===== src/rtl/arb_pkg.sv =====
// Shared types and helpers for the bus arbiter and related priority logic.
package arb_pkg;

    localparam int unsigned MAX_REQ = 8;
    localparam int unsigned HOLD_W  = 8;

    typedef enum logic [1:0] {
        IDLE  = 2'd0,
        GRANT = 2'd1,
        TURN  = 2'd2
    } arb_state_e;

    // Ceiling log2, usable in constant expressions.
    function automatic int unsigned clog2(input int unsigned n);
        int unsigned r;
        r = 0;
        for (int unsigned i = 0; i < 32; i++) begin
            if ((32'd1 << i) < n) r = i + 1;
        end
        return r;
    endfunction

endpackage


===== src/rtl/bus_arbiter_rr_picker.sv =====
// Combinational round-robin select: first set request at or after ptr, wrapping.
module rr_picker
    import arb_pkg::*;
#(
    parameter  int unsigned NUM_REQ = 4,
    localparam int unsigned IDW     = (clog2(NUM_REQ) > 0) ? clog2(NUM_REQ) : 1
) (
    input  logic [NUM_REQ-1:0] req,
    input  logic [IDW-1:0]     ptr,
    output logic [NUM_REQ-1:0] win_oh,
    output logic [IDW-1:0]     win_idx,
    output logic               any
);

    logic [IDW:0]   cand;
    logic [IDW-1:0] idx;

    always_comb begin
        win_oh  = '0;
        win_idx = '0;
        any     = 1'b0;
        cand    = '0;
        idx     = '0;
        for (int unsigned off = 0; off < NUM_REQ; off++) begin
            cand = (IDW+1)'(ptr) + (IDW+1)'(off);
            // Explicit wrap so non-power-of-two requester counts work.
            if (cand >= (IDW+1)'(NUM_REQ)) cand = cand - (IDW+1)'(NUM_REQ);
            idx = cand[IDW-1:0];
            if (!any && req[idx]) begin
                any     = 1'b1;
                win_idx = idx;
                win_oh  = NUM_REQ'(1) << idx;
            end
        end
    end

endmodule


===== src/rtl/bus_arbiter.sv =====
// Round-robin bus arbiter with lock, turnaround dead cycles and CPU halt.
// Define ARB_TIMEOUT_EN to enable grant preemption after MAX_HOLD cycles.
module bus_arbiter
    import arb_pkg::*;
#(
    parameter  int unsigned NUM_REQ     = 4,
    parameter  int unsigned TURN_CYCLES = 1,
    parameter  int unsigned MAX_HOLD    = 8,
    localparam int unsigned IDW         = (clog2(NUM_REQ) > 0) ? clog2(NUM_REQ) : 1
) (
    input  logic               clk,
    input  logic               reset,
    input  logic [NUM_REQ-1:0] req,
    input  logic [NUM_REQ-1:0] lock,
    output logic [NUM_REQ-1:0] gnt,
    output logic [IDW-1:0]     gnt_id,
    output logic               gnt_valid,
    output logic               hlt_cpu,
    output logic               preempt
);

    localparam logic [1:0] TURN_LAST = 2'(TURN_CYCLES - 1);

    if (NUM_REQ < 2 || NUM_REQ > MAX_REQ || TURN_CYCLES < 1 || TURN_CYCLES > 3 ||
        MAX_HOLD < 1 || MAX_HOLD > 255) begin : g_bad_param
        $error("bus_arbiter: parameter out of range");
    end

    arb_state_e         state, state_nxt;
    logic [IDW-1:0]     rr_ptr, rr_ptr_nxt;
    logic [1:0]         turn_cnt, turn_cnt_nxt;
    logic [NUM_REQ-1:0] gnt_nxt;
    logic [IDW-1:0]     gnt_id_nxt;
    logic               hlt_nxt;
    logic               arbitrate;
    logic               own_req, own_lock;
    logic [IDW-1:0]     ptr_after_owner;
    logic [NUM_REQ-1:0] pick_oh;
    logic [IDW-1:0]     pick_idx;
    logic               pick_any;

`ifdef ARB_TIMEOUT_EN
    localparam logic [HOLD_W-1:0] HOLD_LAST = HOLD_W'(MAX_HOLD - 1);
    logic [HOLD_W-1:0] hold_cnt, hold_nxt;
    logic              timeout;
    logic              preempt_nxt;
    logic              others_req;
`endif

    rr_picker #(.NUM_REQ(NUM_REQ)) u_picker (
        .req     (req),
        .ptr     (rr_ptr),
        .win_oh  (pick_oh),
        .win_idx (pick_idx),
        .any     (pick_any)
    );

    assign own_req         = req[gnt_id];
    assign own_lock        = lock[gnt_id];
    assign ptr_after_owner = (gnt_id == IDW'(NUM_REQ - 1)) ? '0 : gnt_id + IDW'(1);
`ifdef ARB_TIMEOUT_EN
    assign others_req      = |(req & ~gnt);
`endif

    // Next-state and registered-output logic.
    always_comb begin
        state_nxt    = state;
        rr_ptr_nxt   = rr_ptr;
        turn_cnt_nxt = turn_cnt;
        gnt_nxt      = gnt;
        gnt_id_nxt   = gnt_id;
        hlt_nxt      = hlt_cpu;
        arbitrate    = 1'b0;
`ifdef ARB_TIMEOUT_EN
        hold_nxt     = hold_cnt;
        preempt_nxt  = 1'b0;
        timeout      = (hold_cnt == HOLD_LAST) && !own_lock && others_req;
`endif

        case (state)
            IDLE: arbitrate = 1'b1;
            GRANT: begin
`ifdef ARB_TIMEOUT_EN
                if (!(own_req || own_lock) || timeout) begin
                    preempt_nxt = timeout;
`else
                if (!(own_req || own_lock)) begin
`endif
                    state_nxt    = TURN;
                    gnt_nxt      = '0;
                    turn_cnt_nxt = '0;
                    rr_ptr_nxt   = ptr_after_owner;
                end
`ifdef ARB_TIMEOUT_EN
                else if (hold_cnt != '1) begin
                    hold_nxt = hold_cnt + HOLD_W'(1);
                end
`endif
            end
            TURN: begin
                if (turn_cnt == TURN_LAST) arbitrate = 1'b1;
                else                       turn_cnt_nxt = turn_cnt + 2'd1;
            end
            default: begin
                state_nxt = IDLE;
                gnt_nxt   = '0;
                hlt_nxt   = 1'b0;
            end
        endcase

        // Shared by IDLE and the last TURN cycle; rr_ptr already skips the last owner.
        if (arbitrate) begin
            if (pick_any) begin
                state_nxt  = GRANT;
                gnt_nxt    = pick_oh;
                gnt_id_nxt = pick_idx;
                hlt_nxt    = (pick_idx != '0);
`ifdef ARB_TIMEOUT_EN
                hold_nxt   = '0;
`endif
            end else begin
                state_nxt = IDLE;
                gnt_nxt   = '0;
                hlt_nxt   = 1'b0;
            end
        end
    end

    always_ff @(posedge clk or negedge reset) begin
        if (!reset) begin
            state     <= IDLE;
            rr_ptr    <= '0;
            turn_cnt  <= '0;
            gnt       <= '0;
            gnt_id    <= '0;
            gnt_valid <= 1'b0;
            hlt_cpu   <= 1'b0;
        end else begin
            state     <= state_nxt;
            rr_ptr    <= rr_ptr_nxt;
            turn_cnt  <= turn_cnt_nxt;
            gnt       <= gnt_nxt;
            gnt_id    <= gnt_id_nxt;
            gnt_valid <= |gnt_nxt;
            hlt_cpu   <= hlt_nxt;
        end
    end

`ifdef ARB_TIMEOUT_EN
    always_ff @(posedge clk or negedge reset) begin
        if (!reset) begin
            hold_cnt <= '0;
            preempt  <= 1'b0;
        end else begin
            hold_cnt <= hold_nxt;
            preempt  <= preempt_nxt;
        end
    end
`else
    assign preempt = 1'b0;
`endif

endmodule


===== config.mk =====
export PLATFORM = sky130hd
export DESIGN_NAME = bus_arbiter
export DESIGN_NICKNAME = d
export VERILOG_FILES = /design/src/rtl/arb_pkg.sv /design/src/rtl/bus_arbiter_rr_picker.sv /design/src/rtl/bus_arbiter.sv
export SDC_FILE = /design/constraint.sdc
export NUM_CORES = 1
export LEC_CHECK = 0
export CAP_MARGIN = 20
export CORE_ASPECT_RATIO = 1.1
export CORE_MARGIN = 3
export CORE_UTILIZATION = 55
export CTS_CLUSTER_SIZE = 40
export DETAILED_ROUTE_END_ITERATION = 6
export PLACE_DENSITY = 0.81
export SETUP_SLACK_MARGIN = 0.15
export SLEW_MARGIN = 20
export SYNTH_ARGS = -nofsm -noshare
export SYNTH_HDL_FRONTEND = slang
export SYNTH_SLANG_ARGS = --single-unit

===== constraint.sdc =====
create_clock -name clk -period 9.7 [get_ports clk]
set_input_delay 1.455 -clock clk [delete_from_list [all_inputs] [get_ports clk]]
set_output_delay 1.455 -clock clk [all_outputs]
set_load 0.05 [all_outputs]

# [Yosys cells after proc, flatten, opt, wreduce, memory -nomap -nowiden]
# Cells that the tools add are included.
[classes] multipliers=0 reduce_logical=18 addsub=9 n_eq_ne=8 n_lt_le_gt_ge=9 bitwise=1 div_mod_pow=0 mux=45 shifts=4
[ops] cell="$mux W4" count=7
[ops] cell="$mux W2" count=13
[ops] cell="$shl A1 B2 Y4 const A" count=4
[ops] cell="$lt A2 B3 Y1 const B" count=5
[ops] cell="$mux W1" count=15
[ops] cell="$bmux W1 S2" count=6
[ops] cell="$ge A3 B3 Y1 const B" count=3
[ops] cell="$pmux W2 S2" count=2
[ops] cell="$pmux W4 S2" count=1
[ops] cell="$sub A2 B1 Y2 const B" count=4
[ops] cell="$add A2 B2 Y3 const B" count=2
[ops] cell="$reduce_and A2 Y1" count=3
[ops] cell="$add A2 B1 Y2 const B" count=2
[ops] cell="$eq A2 B2 Y1 const B" count=2
[ops] cell="$logic_not A2 Y1" count=2
[ops] cell="$ne A2 B1 Y1 const B" count=2
[ops] cell="$ne A2 B2 Y1 const B" count=2
[ops] cell="$reduce_bool A2 Y1" count=2
[ops] cell="$reduce_or A4 Y1" count=1
[ops] cell="$add A2 B1 Y3 const B" count=1
[ops] cell="$ge A2 B3 Y1 const B" count=1
[ops] cell="$logic_and A1 B1 Y1" count=3
[ops] cell="$logic_not A1 Y1" count=3
[ops] cell="$ne A3 B3 Y1 const B" count=1
[ops] cell="other kinds (7)" count=7
[totals] latchBits=0 reg_bits=14 mem_bits_ro=0 mem_bits_rw=0 wordCells=101 output_inout_bits=9 memories=0 input_bits=10

# [Logic depth before layout (Yosys ltp)]
# Gate-level depths: netlist of run 1.
[depth] word_depth=17 depth_mapped=11 depth_no_buf=7

# [Hierarchy]
# Synthesis of run 1 repeated with hierarchy kept, for this count alone.
[unflattened] cells_unflattened=126 hier_area_um2=1224.9
[modules_own_cells] mod="bus_arbiter" instances=1 cells_each=53 seq_area_each_um2=350.3 area_each_um2=659.4
[modules_own_cells] mod="rr_picker" instances=1 cells_each=73 seq_area_each_um2=0.0 area_each_um2=565.5

# [Worst setup path after synthesis of run 1]
# Ideal clock, no wire load.
[synth_timing] path_type="register -> register" startpoint="register rr_ptr[0]" endpoint="register gnt_valid" path_stages_with_launch=12 setup_slack_ns=6.350 synth_period_minus_slack_ns=3.350 n_path_buf=4 setup_time_ns=0.138 t_required_ns=9.562 arrival_time_ns=3.212 path_cell_list="dfrtp_1 buf_6 buf_2 buf_1 inv_1 ha_1 clkbuf_1 or3_1 o32ai_2 nor3_1 a221o_1 or4_1"
[synth_between] elab_chain_cells=17 elab_cells_between_ends=44 classes_between="add/sub (7); order compare (4); shift (4); mux (22); reduce/logical (7)"
[synth_lines] item="start, declared" line_no="bus_arbiter.sv:30" source="logic [IDW-1:0] rr_ptr, rr_ptr_nxt;"
[synth_lines] item="start signal, assigned" line_no="bus_arbiter.sv:140" source="rr_ptr <= rr_ptr_nxt;"
[synth_lines] item="branches (longest 14 deep; another with $add A2 B1 Y3)"
[synth_lines] item="$mux W4 (*)" line_no="bus_arbiter.sv:113" source="if (pick_any) begin"
[synth_lines] item="$mux W4 (*)" line_no="bus_arbiter.sv:112" source="if (arbitrate) begin"
[synth_lines] item="named net gnt_nxt[2]" line_no="bus_arbiter.sv:32" source="logic [NUM_REQ-1:0] gnt_nxt;"
[synth_lines] item="$reduce_or A4 Y1 (*)" line_no="bus_arbiter.sv:144" source="gnt_valid <= |gnt_nxt;"
[synth_lines] item="end signal, assigned" line_no="bus_arbiter.sv:144"
[synth_lines] item="end, declared" line_no="bus_arbiter.sv:17" source="output logic gnt_valid,"
# Mark *: on every way through the listed nets, which the timed path passes. The select of a mux whose other input is x is not followed.
# A chain may end at the register's enable or synchronous reset.

# [Final worst setup path of run 1]
[layout_timing] startpoint="input port req[1]" endpoint="register gnt_valid"
[layout_between] elab_chain_cells=15 elab_cells_between_ends=30 classes_between="mux (22); reduce/logical (8)"
[layout_lines] item="start, declared" line_no="bus_arbiter.sv:13" source="input logic [NUM_REQ-1:0] req,"
[layout_lines] item="$bmux W1 S2" line_no="bus_arbiter_rr_picker.sv:29" source="if (!any && req[idx]) begin"
[layout_lines] item="$mux W1 (implied by the code)" line_no="bus_arbiter_rr_picker.sv:29"
[layout_lines] item="$mux W1" line_no="bus_arbiter_rr_picker.sv:29"
[layout_lines] item="$logic_not A1 Y1" line_no="bus_arbiter_rr_picker.sv:29"
[layout_lines] item="$logic_and A1 B1 Y1" line_no="bus_arbiter_rr_picker.sv:29"
[layout_lines] item="$mux W1" line_no="bus_arbiter_rr_picker.sv:29"
[layout_lines] item="$logic_not A1 Y1" line_no="bus_arbiter_rr_picker.sv:29"
[layout_lines] item="$logic_and A1 B1 Y1" line_no="bus_arbiter_rr_picker.sv:29"
[layout_lines] item="$mux W1" line_no="bus_arbiter_rr_picker.sv:29"
[layout_lines] item="$logic_not A1 Y1" line_no="bus_arbiter_rr_picker.sv:29"
[layout_lines] item="$logic_and A1 B1 Y1" line_no="bus_arbiter_rr_picker.sv:29"
[layout_lines] item="$mux W4 or $mux W1 (tied branches)" line_no="bus_arbiter_rr_picker.sv:29"
[layout_lines] item="$mux W4" line_no="bus_arbiter.sv:113"
[layout_lines] item="$mux W4 (*)" line_no="bus_arbiter.sv:112"
[layout_lines] item="named net gnt_nxt[2]" line_no="bus_arbiter.sv:32"
[layout_lines] item="$reduce_or A4 Y1 (*)" line_no="bus_arbiter.sv:144"
# Mark *: on every way through the listed nets, which the timed path passes. The rest lies on a longest branch. The select of a mux whose other input is x is not followed.

==> metrics, run 1 <==
Critical Path Most Common Cell=a221o_1; placed insts=between 150 and 200; Nets=170; Non-Filler Instances=between 150 and 200; worst-margin pin slew=about 0.97 ns; drc violations=0; Worst-Skew Late Latency=0.27 ns; reported net switching power=roughly 0.22 mW; ys flop type=dfrtp_1; Crit path max-delay family=simple AND/OR/NAND/NOR gates; peak supply drop=roughly 0.00024 V; min cycle time layout=just under 4 ns; Top Ports=19; DRT iter0 DRCs=10; diode count=0; synthesized area per cell=9.25 µm²; share of cells above drive strength 1=around 7.4%; drt total wl=2.68 mm; Final Cell Area=1450 µm²; Root Buffer=clkbuf_4; CP startpoint kind=input port; Hold Path Origin=gnt_id[0]$_DFFE_PN0P_; hold depth=1; H-tree levels=1; Worst Path Buf+Inv=1; sequential power share=a little over a quarter; f_max=between 200 and 300 MHz; Power Dens Cells=312 nW/µm²; Worst-path clk slew=0.07 ns; vias in the first global route=957; CTS max path bufs=2; HPWL Detailed=2.05 mm; Final ANT Viol Nets=0; Post-synth ARST share=100%; Yosys Warn Count=0; outcome=complete, no violations; chip width=roughly 52 µm; first-pass GRT wire length=4.30 mm; final period utilization=39.6%; FF-to-FF End=gnt_valid$_DFF_PN0_; Yosys reg bits=14; crit path cell chain=clkdlybuf4s50_1, mux4_2, nor2b_1, a221o_1, a221o_1, or4_1; Post-Syn Nets=between 150 and 200; die outline area=~2900 µm²; FF-to-FF path depth=7; Area growth syn-to-layout=13.9%; crit path kind=in2reg; Worst Hold Endpoint=rr_ptr[0]$_DFFE_PN0P_; cts repair resizes=0; Port Buf Inserts=17; number of synthesized flops with an enable pin=0; initial antenna violation count=0; Hold WC Path Type=reg2reg; Total GRT Usage=a little under a fifth; Hold Slack=~0.52 ns; R2R setup slack=roughly 6.1 ns; Critical Path RT=~9.9 ns; Starting Density=60.6%; clock share of power=under 10%; Max Slew Vio Count=0; detailed-route vias per instance=6.32; DR pass1 iterations=4; Synth Cell Area=1280 µm²; core area=~2100 µm²; Int Pwr=between 0.2 and 0.25 mW; Reg-to-Reg Start=rr_ptr[0]$_DFFE_PN0P_; sw frac=between 40% and 50%; # Post-CTS Setup Buffers=0; commonest cells after routing, fill and taps aside=clkdlybuf4s50_1 (17), dfrtp_1 (14), inv_1 (10), nand2_1 (10), ha_1 (10); Relative slew margins=35.3%; area post-placement=1430 µm²; Worst Path Arrival=roughly 4 ns; Rows=17; setup TNS=0 ns; clk_skew=~0.0019 ns; vias post-DR=1112; Crit-path slowest cell=clkdlybuf4s50_1; clk sinks=14; commonest non-fill, non-tap cell in the layout=clkdlybuf4s50_1; Die Y=approximately 57 µm; max incr delay on CP=0.67 ns; CTS tree=built; sequential share of the synthesized area=27.5%; total grt overflow=0; Leakage=0.591 nW; Synth Instances=138; Final Setup Violations=0; distinct cell type count after synthesis=43; Hold Buf Count CTS=0; Worst Setup End Kind=flip-flop; post-detailed-route wirelength per cell=15.2 µm; pin count of the biggest net entering global routing=30; Fin. Hold Viols=0; CTS buffer count=3; Max-cap violations=0; Comb power frac=about two thirds; Total Power=0.454 mW; CP max FO=17; RSZ-0062 raised after global routing=no; RD Place Congestion=between 0.8 and 0.9
[metal layers]
metal | part of all wire (%) | global-route usage, % | up-vias
met5 | 0 | 0 | -
met4 | 1.4 | 5.62 | 0
met3 | 4.5 | 3.98 | 6
met2 | 51 | 31.6 | 33
met1 | 43 | 23.9 | 532
li1 | - | - | 541
[area by class of cell]
type | count | area, µm²
well taps | 28 | 35.0
repair buffers | 17 | 170
clock buffers | 3 | 22.5
fillers | 161 | 652
flip-flops and latches | 14 | 350
inverters | 10 | 37.5
multi-input cells | 104 | 838
[synth_stat cells, types with 3 or more instances]
| cell | count | area share [%] |
|---|---|---|
| a21o_1 | 3 | 1.8 |
| a21oi_1 | 3 | 1.2 |
| a221o_1 | 8 | 6.3 |
| clkbuf_1 | 6 | 1.8 |
| dfrtp_1 | 14 | 27 |
| ha_1 | 10 | 9.8 |
| inv_1 | 10 | 2.9 |
| mux2_2 | 3 | 2.6 |
| mux4_2 | 3 | 5.3 |
| nand2_1 | 10 | 2.9 |
| nand2b_1 | 4 | 2.0 |
| nand3b_1 | 3 | 1.8 |
| nor2_1 | 6 | 1.8 |
| nor2b_1 | 7 | 3.4 |
| nor3_1 | 6 | 2.4 |
| nor3b_1 | 3 | 1.8 |
| o21ai_0 | 7 | 2.7 |
| o2bb2ai_1 | 4 | 2.7 |
[cells by family (layout without fill, tap and decap cells)]
kind of cell | count (synthesis) | after routing | share of synthesized area [%]
DFF | 14 | 14 | 27.5
other | 1 | 1 | 0.294
buffers and inverters | 20 | 30 | 6.86
adders and majority gates | 10 | 10 | 9.80
muxes | 8 | 8 | 10.8
AOI/OAI and AO/OA | 38 | 38 | 24.1
and+or+nand+nor | 47 | 47 | 20.7
[per-stage QoR]
stage	setup WS [ns]	utilization, %
3_3_place_gp	5.66	68.0
6_report	5.86	69.0
3_5_place_dp	5.58	68.0
2_1_floorplan	6.35	-
4_1_cts	5.89	69.0
5_1_grt	5.75	69.0
[worst reg2reg max path, delay by kind of cell, from the launching register on]
kind                       cells  cell delay (ns)
and+or+nand+nor                3             1.08
adders and majority gates      1             0.49
buffers and inverters          1             0.26
AOI/OAI and AO/OA              2             0.71
DFF                            1             0.98
[power groups by stage]
stage,Combinational [mW],Sequential [mW],Clock [mW]
finish,0.301,0.122,0.0312
detailed placement,0.300,0.123,0
global placement,0.292,0.121,0
CTS,0.300,0.121,0.0321
global route,0.327,0.126,0.0338
floorplan,0.204,0.146,0
[flip-flops by register name, indices dropped and copies added (netlist names)]
register / flops
turn_cnt: 2
gnt: 4
gnt_id: 2
state: 2
gnt_valid: 1
rr_ptr: 2
hlt_cpu: 1
[worst max path at each step]
stage                           from                  end  cells past startpoint
6_report                      req[1]  gnt_valid$_DFF_PN0_                      6
2_1_floorplan  rr_ptr[0]$_DFFE_PN0P_  gnt_valid$_DFF_PN0_                     11
4_1_cts                       req[1]  gnt_valid$_DFF_PN0_                      6
3_3_place_gp                  req[2]  gnt_valid$_DFF_PN0_                      5
3_5_place_dp                  req[1]  gnt_valid$_DFF_PN0_                      6
5_1_grt                       req[1]  gnt_valid$_DFF_PN0_                      6
Power figures use the tool's default switching activity.
==> run 2, diff against run 1 <==
--- a/config.mk
+++ b/config.mk
@@ -8,10 +8,10 @@
 export CAP_MARGIN = 20
 export CORE_ASPECT_RATIO = 1.1
 export CORE_MARGIN = 3
-export CORE_UTILIZATION = 55
+export CORE_UTILIZATION = 54
 export CTS_CLUSTER_SIZE = 40
 export DETAILED_ROUTE_END_ITERATION = 6
-export PLACE_DENSITY = 0.81
+export PLACE_DENSITY = 0.8
 export SETUP_SLACK_MARGIN = 0.15
 export SLEW_MARGIN = 20
 export SYNTH_ARGS = -nofsm -noshare
==> constraint.sdc (replaced) <==
create_clock -name clk -period 3.7 [get_ports clk]
set_input_delay 0.555 -clock clk [delete_from_list [all_inputs] [get_ports clk]]
set_output_delay 0.555 -clock clk [all_outputs]
set_load 0.05 [all_outputs]
==> run 2 against run 1 <==
Compared with the run above:
- global-route usage up 1.1 points
- core utilization up 1.7 points
- via count up 1.8%
- clock skew up 0.0031 ns
- combinational power rose to 2.9 times the previous value
- register-to-register slack worse by 5.2 ns
- cell count up 3.4%
- die area up 1.6%
- critical path depth down 1
- cell area up 3.5%
- clock power rose to 3.5 times the previous value
- setup slack worse by 5.0 ns
- largest power group unchanged
==> metrics, run 2 (same netlist as run 1, synthesis figures left out) <==
final period utilization=approximately three quarters; drt total wl=2.82 mm (+5.3%); Root Buffer=clkbuf_4; f_max=353 MHz; die outline area=2980 µm² (+1.6%); commonest non-fill, non-tap cell in the layout=clkdlybuf4s50_1; CTS buffer count=3 (unchanged); cts repair resizes=0 (unchanged); RD Place Congestion=0.853 (-1.8%); Final Setup Violations=0 (unchanged); initial antenna violation count=0 (unchanged); Max-cap violations=0 (unchanged); Final Cell Area=1510 µm² (+3.5%); DR pass1 iterations=4 (unchanged); CP max FO=13 (-4); crit path kind=in2reg; DRT iter0 DRCs=30 (+20); Crit path max-delay family=compound AO/OA/AOI/OAI gates; Relative slew margins=42.0% (+6.7 points); RSZ-0062 raised after global routing=no; vias post-DR=1132 (+1.8%); Port Buf Inserts=17 (unchanged); Reg-to-Reg Start=rr_ptr[0]$_DFFE_PN0P_; Worst path depth=5 (-1); total grt overflow=0 (unchanged); setup TNS=0 ns (unchanged); drc violations=0 (unchanged); Max Slew Vio Count=0 (unchanged); post-detailed-route wirelength per cell=15.5 µm (+1.8%); Worst-Skew Late Latency=0.28 ns (about the same); H-tree levels=1 (unchanged); detailed-route vias per instance=6.22 (-1.6%); Top Ports=19 (unchanged); max reg flops=4 (unchanged); Fin. Hold Viols=0 (unchanged); area post-placement=1470 µm² (+2.6%); Hold WC Path Type=reg2reg; min cycle time layout=approximately 2.8 ns; crit path cell chain=clkdlybuf4s50_1, mux4_2, a221o_1, a221o_1, or4_1; core area=2130 µm² (+1.0%); Critical Path Most Common Cell=a221o_1; # Post-CTS Setup Buffers=0 (unchanged); Area growth syn-to-layout=17.9%; share of cells above drive strength 1=11.0% (+3.6 points); HPWL Detailed=2.19 mm (+6.9%); Die Y=57.0 µm (+0.82%); Worst Path Buf+Inv=1 (unchanged); Critical Path RT=3.85 ns (-6.00 ns); Worst Setup SP=req[3]; Total GRT Usage=20.0% (+1.1 points); Worst-path clk slew=0.08 ns (about the same); R2R setup slack=0.90 ns (-5.16 ns); pin count of the biggest net entering global routing=29 (-3.3%); FF-to-FF End=gnt_valid$_DFF_PN0_; clk_skew=0.00503 ns (+0.00313 ns); diode count=0 (unchanged); Power Dens Cells=824 nW/µm² (+160%); Total Power=1.24 mW (+170%); vias in the first global route=1073 (+12%); Nets=175 (+2.9%); met1 usage=24.5% (+0.59 points); worst-margin pin slew=0.858 ns (-0.112 ns); register with the most flip-flops=gnt; Final ANT Viol Nets=0 (unchanged); GR peak layer=met2; commonest cells after routing, fill and taps aside=clkdlybuf4s50_1 (17), dfrtp_1 (14), inv_1 (10), nand2_1 (10), ha_1 (10); CP startpoint kind=input port; CTS max path bufs=2 (unchanged); Hold Buf Count CTS=0 (unchanged); peak supply drop=0.000525 V (+120%); max incr delay on CP=0.62 ns (-0.05 ns); Leakage=0.622 nW (+5.3%); chip width=52.4 µm (+0.81%); FF-to-FF path depth=7 (unchanged); met3 usage=3.92% (-0.062 points); Worst Setup End Kind=flip-flop; met2 GRT Util=36.2% (+4.6 points); Crit-path slowest cell=mux4_2; outcome=complete, no violations; utilization after layout=70.8% (+1.7 points); clk sinks=14 (unchanged); first-pass GRT wire length=4.65 mm (+8.2%); Starting Density=60.0% (-0.61 points); CTS tree=built; Worst Path Arrival=2.98 ns (-1.01 ns); CP Capture Point=gnt_valid$_DFF_PN0_; Rows=17 (unchanged)
[run 2: worst min-delay path by stage]
stage	start	endpoint	slack (ns)	cells past startpoint
2_1_floorplan	reset	gnt[0]$_DFF_PN0_	0.26	0
3_3_place_gp	gnt_id[0]$_DFFE_PN0P_	rr_ptr[0]$_DFFE_PN0P_	0.51	1
3_5_place_dp	gnt_id[0]$_DFFE_PN0P_	rr_ptr[0]$_DFFE_PN0P_	0.51	1
4_1_cts	gnt_id[0]$_DFFE_PN0P_	rr_ptr[0]$_DFFE_PN0P_	0.53	1
5_1_grt	turn_cnt[0]$_DFFE_PN0P_	turn_cnt[0]$_DFFE_PN0P_	0.57	3
6_report	gnt_id[0]$_DFFE_PN0P_	rr_ptr[0]$_DFFE_PN0P_	0.53	1
[run 2: per-layer routing]
layer	vias to the layer above	wire, µm
li1	546	-
met2	31	1510
met5	-	0
met3	2	109
met1	553	1180
met4	0	16
[run 2: worst register-to-register path, delay by kind of cell (launching register included)]
kind / cells / cell delay [ns]
and+or+nand+nor: 3 / 1.10
adders and majority gates: 1 / 0.36
AOI/OAI and AO/OA: 2 / 0.69
buffers and inverters: 1 / 0.15
DFF: 1 / 0.38
[run 2: through the flow]
step	cells	hold slack (ns)	worst slack [ns]
2_1_floorplan	138	0.259	0.350
3_3_place_gp	178	0.511	0.651
3_5_place_dp	178	0.510	0.585
4_1_cts	182	0.532	0.883
5_1_grt	182	0.574	0.736
6_report	182	0.529	0.866
[run 2: power by group]
part	switching, mW	internal [mW]	total [mW]
logic	0.515	0.366	0.881
clock network	0.0477	0.0598	0.108
registers	0.0381	0.214	0.252
total	0.601	0.640	1.24
[run 2: layout make-up]
| cell class | count | area [µm²] |
|---|---|---|
| fillers | 175 | 622 |
| clock buffers | 4 | 36.3 |
| multi-input cells | 104 | 838 |
| repair buffers | 22 | 208 |
| flip-flops and latches | 14 | 350 |
| well taps | 28 | 35.0 |
| inverters | 10 | 37.5 |
==> run 3, diff against run 2 <==
==> constraint.sdc (replaced) <==
create_clock -name clk -period 2.71 [get_ports clk]
set_input_delay 0.4065 -clock clk [delete_from_list [all_inputs] [get_ports clk]]
set_output_delay 0.4065 -clock clk [all_outputs]
set_load 0.05 [all_outputs]
==> run 3 against run 2 <==
Compared with the run above:
- non-clock buffer count is 15 higher
- routed wire length increased by 6.3%
- combinational power grew 61%
- die area unchanged
- sequential share of layout area fell by 2.1 points
- clock power up 36%
==> metrics, run 3 (same netlist as run 1, synthesis figures left out) <==
outcome=complete, no violations; core area=2130 µm² (unchanged); R2R setup slack=0.20 ns (-0.70 ns); Max-cap violations=0 (unchanged); Critical Path RT=2.86 ns (-0.99 ns); Worst Setup End Kind=flip-flop; Crit-path slowest cell=or4_1; Leakage=0.729 nW (+17%); commonest non-fill, non-tap cell in the layout=buf_4; initial antenna violation count=0 (unchanged); DR pass1 iterations=4 (unchanged); Starting Density=60.0% (unchanged); CP max FO=6 (-7); Final ANT Viol Nets=0 (unchanged); FF-to-FF End=gnt_valid$_DFF_PN0_; worst-margin pin slew=0.592 ns (-0.267 ns); first-pass GRT wire length=5.22 mm (+12%); RSZ-0062 raised after global routing=no; crit path cell chain=inv_4, ha_4, or3_4, o32ai_4, nor3_1, a221o_1, or4_1; die outline area=2980 µm² (unchanged); share of cells above drive strength 1=22.5% (+11 points); final period utilization=between 90% and 100%; placed insts=190 (+6.7%); CTS tree=built; met3 WL post-DR=111 µm (+1.8%); Final Setup Violations=0 (unchanged); Final Cell Area=1660 µm² (+10%); Root Buffer=clkbuf_4; Hold WC Path Type=in2async; commonest cells after routing, fill and taps aside=buf_4 (20), dfrtp_1 (13), clkdlybuf4s50_1 (13); Total Power=1.92 mW (+55%); HPWL Detailed=2.37 mm (+8.6%); Hold Slack=0.498 ns (-0.0304 ns); Worst-path clk slew=0.08 ns (about the same); Area growth syn-to-layout=30.3%; CTS max path bufs=2 (unchanged); vias in the first global route=1138 (+6.1%); utilization after layout=78.2% (+7.4 points); max incr delay on CP=0.46 ns (-0.16 ns); Top Ports=19 (unchanged); peak supply drop=0.000872 V (+66%); RD Place Congestion=0.814 (-4.6%); Hold Buf Count CTS=0 (unchanged); min cycle time layout=roughly 2.5 ns; Non-Filler Instances=197 (+8.2%); CTS buffer count=3 (unchanged); Reg-to-Reg Start=rr_ptr[0]$_DFFE_PN0P_; chip width=52.4 µm (unchanged); M1 wire length=1.36 mm (+15%); Worst Path Arrival=2.66 ns (-0.32 ns); Die Y=57.0 µm (unchanged); detailed-route vias per instance=6.03 (-3.0%); post-detailed-route wirelength per cell=15.2 µm (-1.8%); vias post-DR=1188 (+4.9%); H-tree levels=1 (unchanged); area post-placement=1590 µm² (+8.3%); Fin. Hold Viols=0 (unchanged); Total GRT Usage=22.3% (+2.3 points); Worst-Skew Late Latency=0.28 ns (about the same); CP startpoint kind=flip-flop; drt total wl=3.00 mm (+6.3%); DR WL met2=1.53 mm (+0.86%); Power Dens Cells=1160 nW/µm² (+40%); pin count of the biggest net entering global routing=22 (-24%); FF-to-FF path depth=7 (unchanged); clk sinks=14 (unchanged); register with the most flip-flops=gnt; Relative slew margins=60.4% (+18 points); crit path kind=reg2reg; Port Buf Inserts=17 (unchanged); diode count=0 (unchanged); max reg flops=4 (unchanged); total grt overflow=0 (unchanged); f_max=around 400 MHz; drc violations=0 (unchanged); DRT iter0 DRCs=32 (+6.7%); Max Slew Vio Count=0 (unchanged); clk_skew=0.00315 ns (-0.00188 ns); DR top layer=met3; Nets=190 (+8.6%); Rows=17 (unchanged)
## run 3: worst max-delay path: cells and delay by family, from the launching register on
family	cells	cell delay, ns
adder cells (fa/ha/maj)	1	0.22
AO/OA/AOI/OAI	2	0.70
flip-flops	1	0.45
AND/OR/NAND/NOR	3	0.92
buffers and inverters	1	0.09
## run 3: what timing repair did
item,CTS,global route
cloned,0,0
pin swaps,1,1
resized for setup,2,5
setup buffers,0,3
endpoints found under the setup margin,2,1
## run 3: stage by stage
stage	setup WS, ns	setup TNS (ns)
6_report	0.201	0
5_1_grt	0.137	0
4_1_cts	0.152	0
3_5_place_dp	-0.131	-0.370
3_3_place_gp	-0.100	-0.269
2_1_floorplan	-0.155	-0.155
## run 3: per-layer routing
metal | up-vias | global-route usage (%)
li1 | 582 | -
met3 | 0 | 3.92
met1 | 575 | 30.0
met4 | 0 | 2.19
met2 | 31 | 38.5
met5 | - | 0
## run 3: where the power goes
group          internal (mW)  switching, mW
Combinational          0.661          0.760
Clock                 0.0817         0.0656
Sequential             0.293         0.0609
Total                   1.04          0.887
## run 3: worst max-delay path by stage
stage                                from                  end  slack [ns]  cells past startpoint
finish              rr_ptr[0]$_DFFE_PN0P_  gnt_valid$_DFF_PN0_        0.20                      7
global route        rr_ptr[0]$_DFFE_PN0P_  gnt_valid$_DFF_PN0_        0.14                      6
CTS                 rr_ptr[0]$_DFFE_PN0P_  gnt_valid$_DFF_PN0_        0.15                      6
detailed placement                 req[0]  gnt_valid$_DFF_PN0_       -0.13                      6
global placement                   req[1]  gnt_valid$_DFF_PN0_       -0.10                      8
floorplan           rr_ptr[0]$_DFFE_PN0P_  gnt_valid$_DFF_PN0_       -0.15                     11
## run 3: cell type report
class,count,area (µm²)
Clock buffer,4,36.3
Timing Repair Buffer,37,330
Inverter,10,40.0
Sequential cell,14,352
Tap cell,28,35.0
Multi-Input combinational cell,104,870
Fill cell,151,464
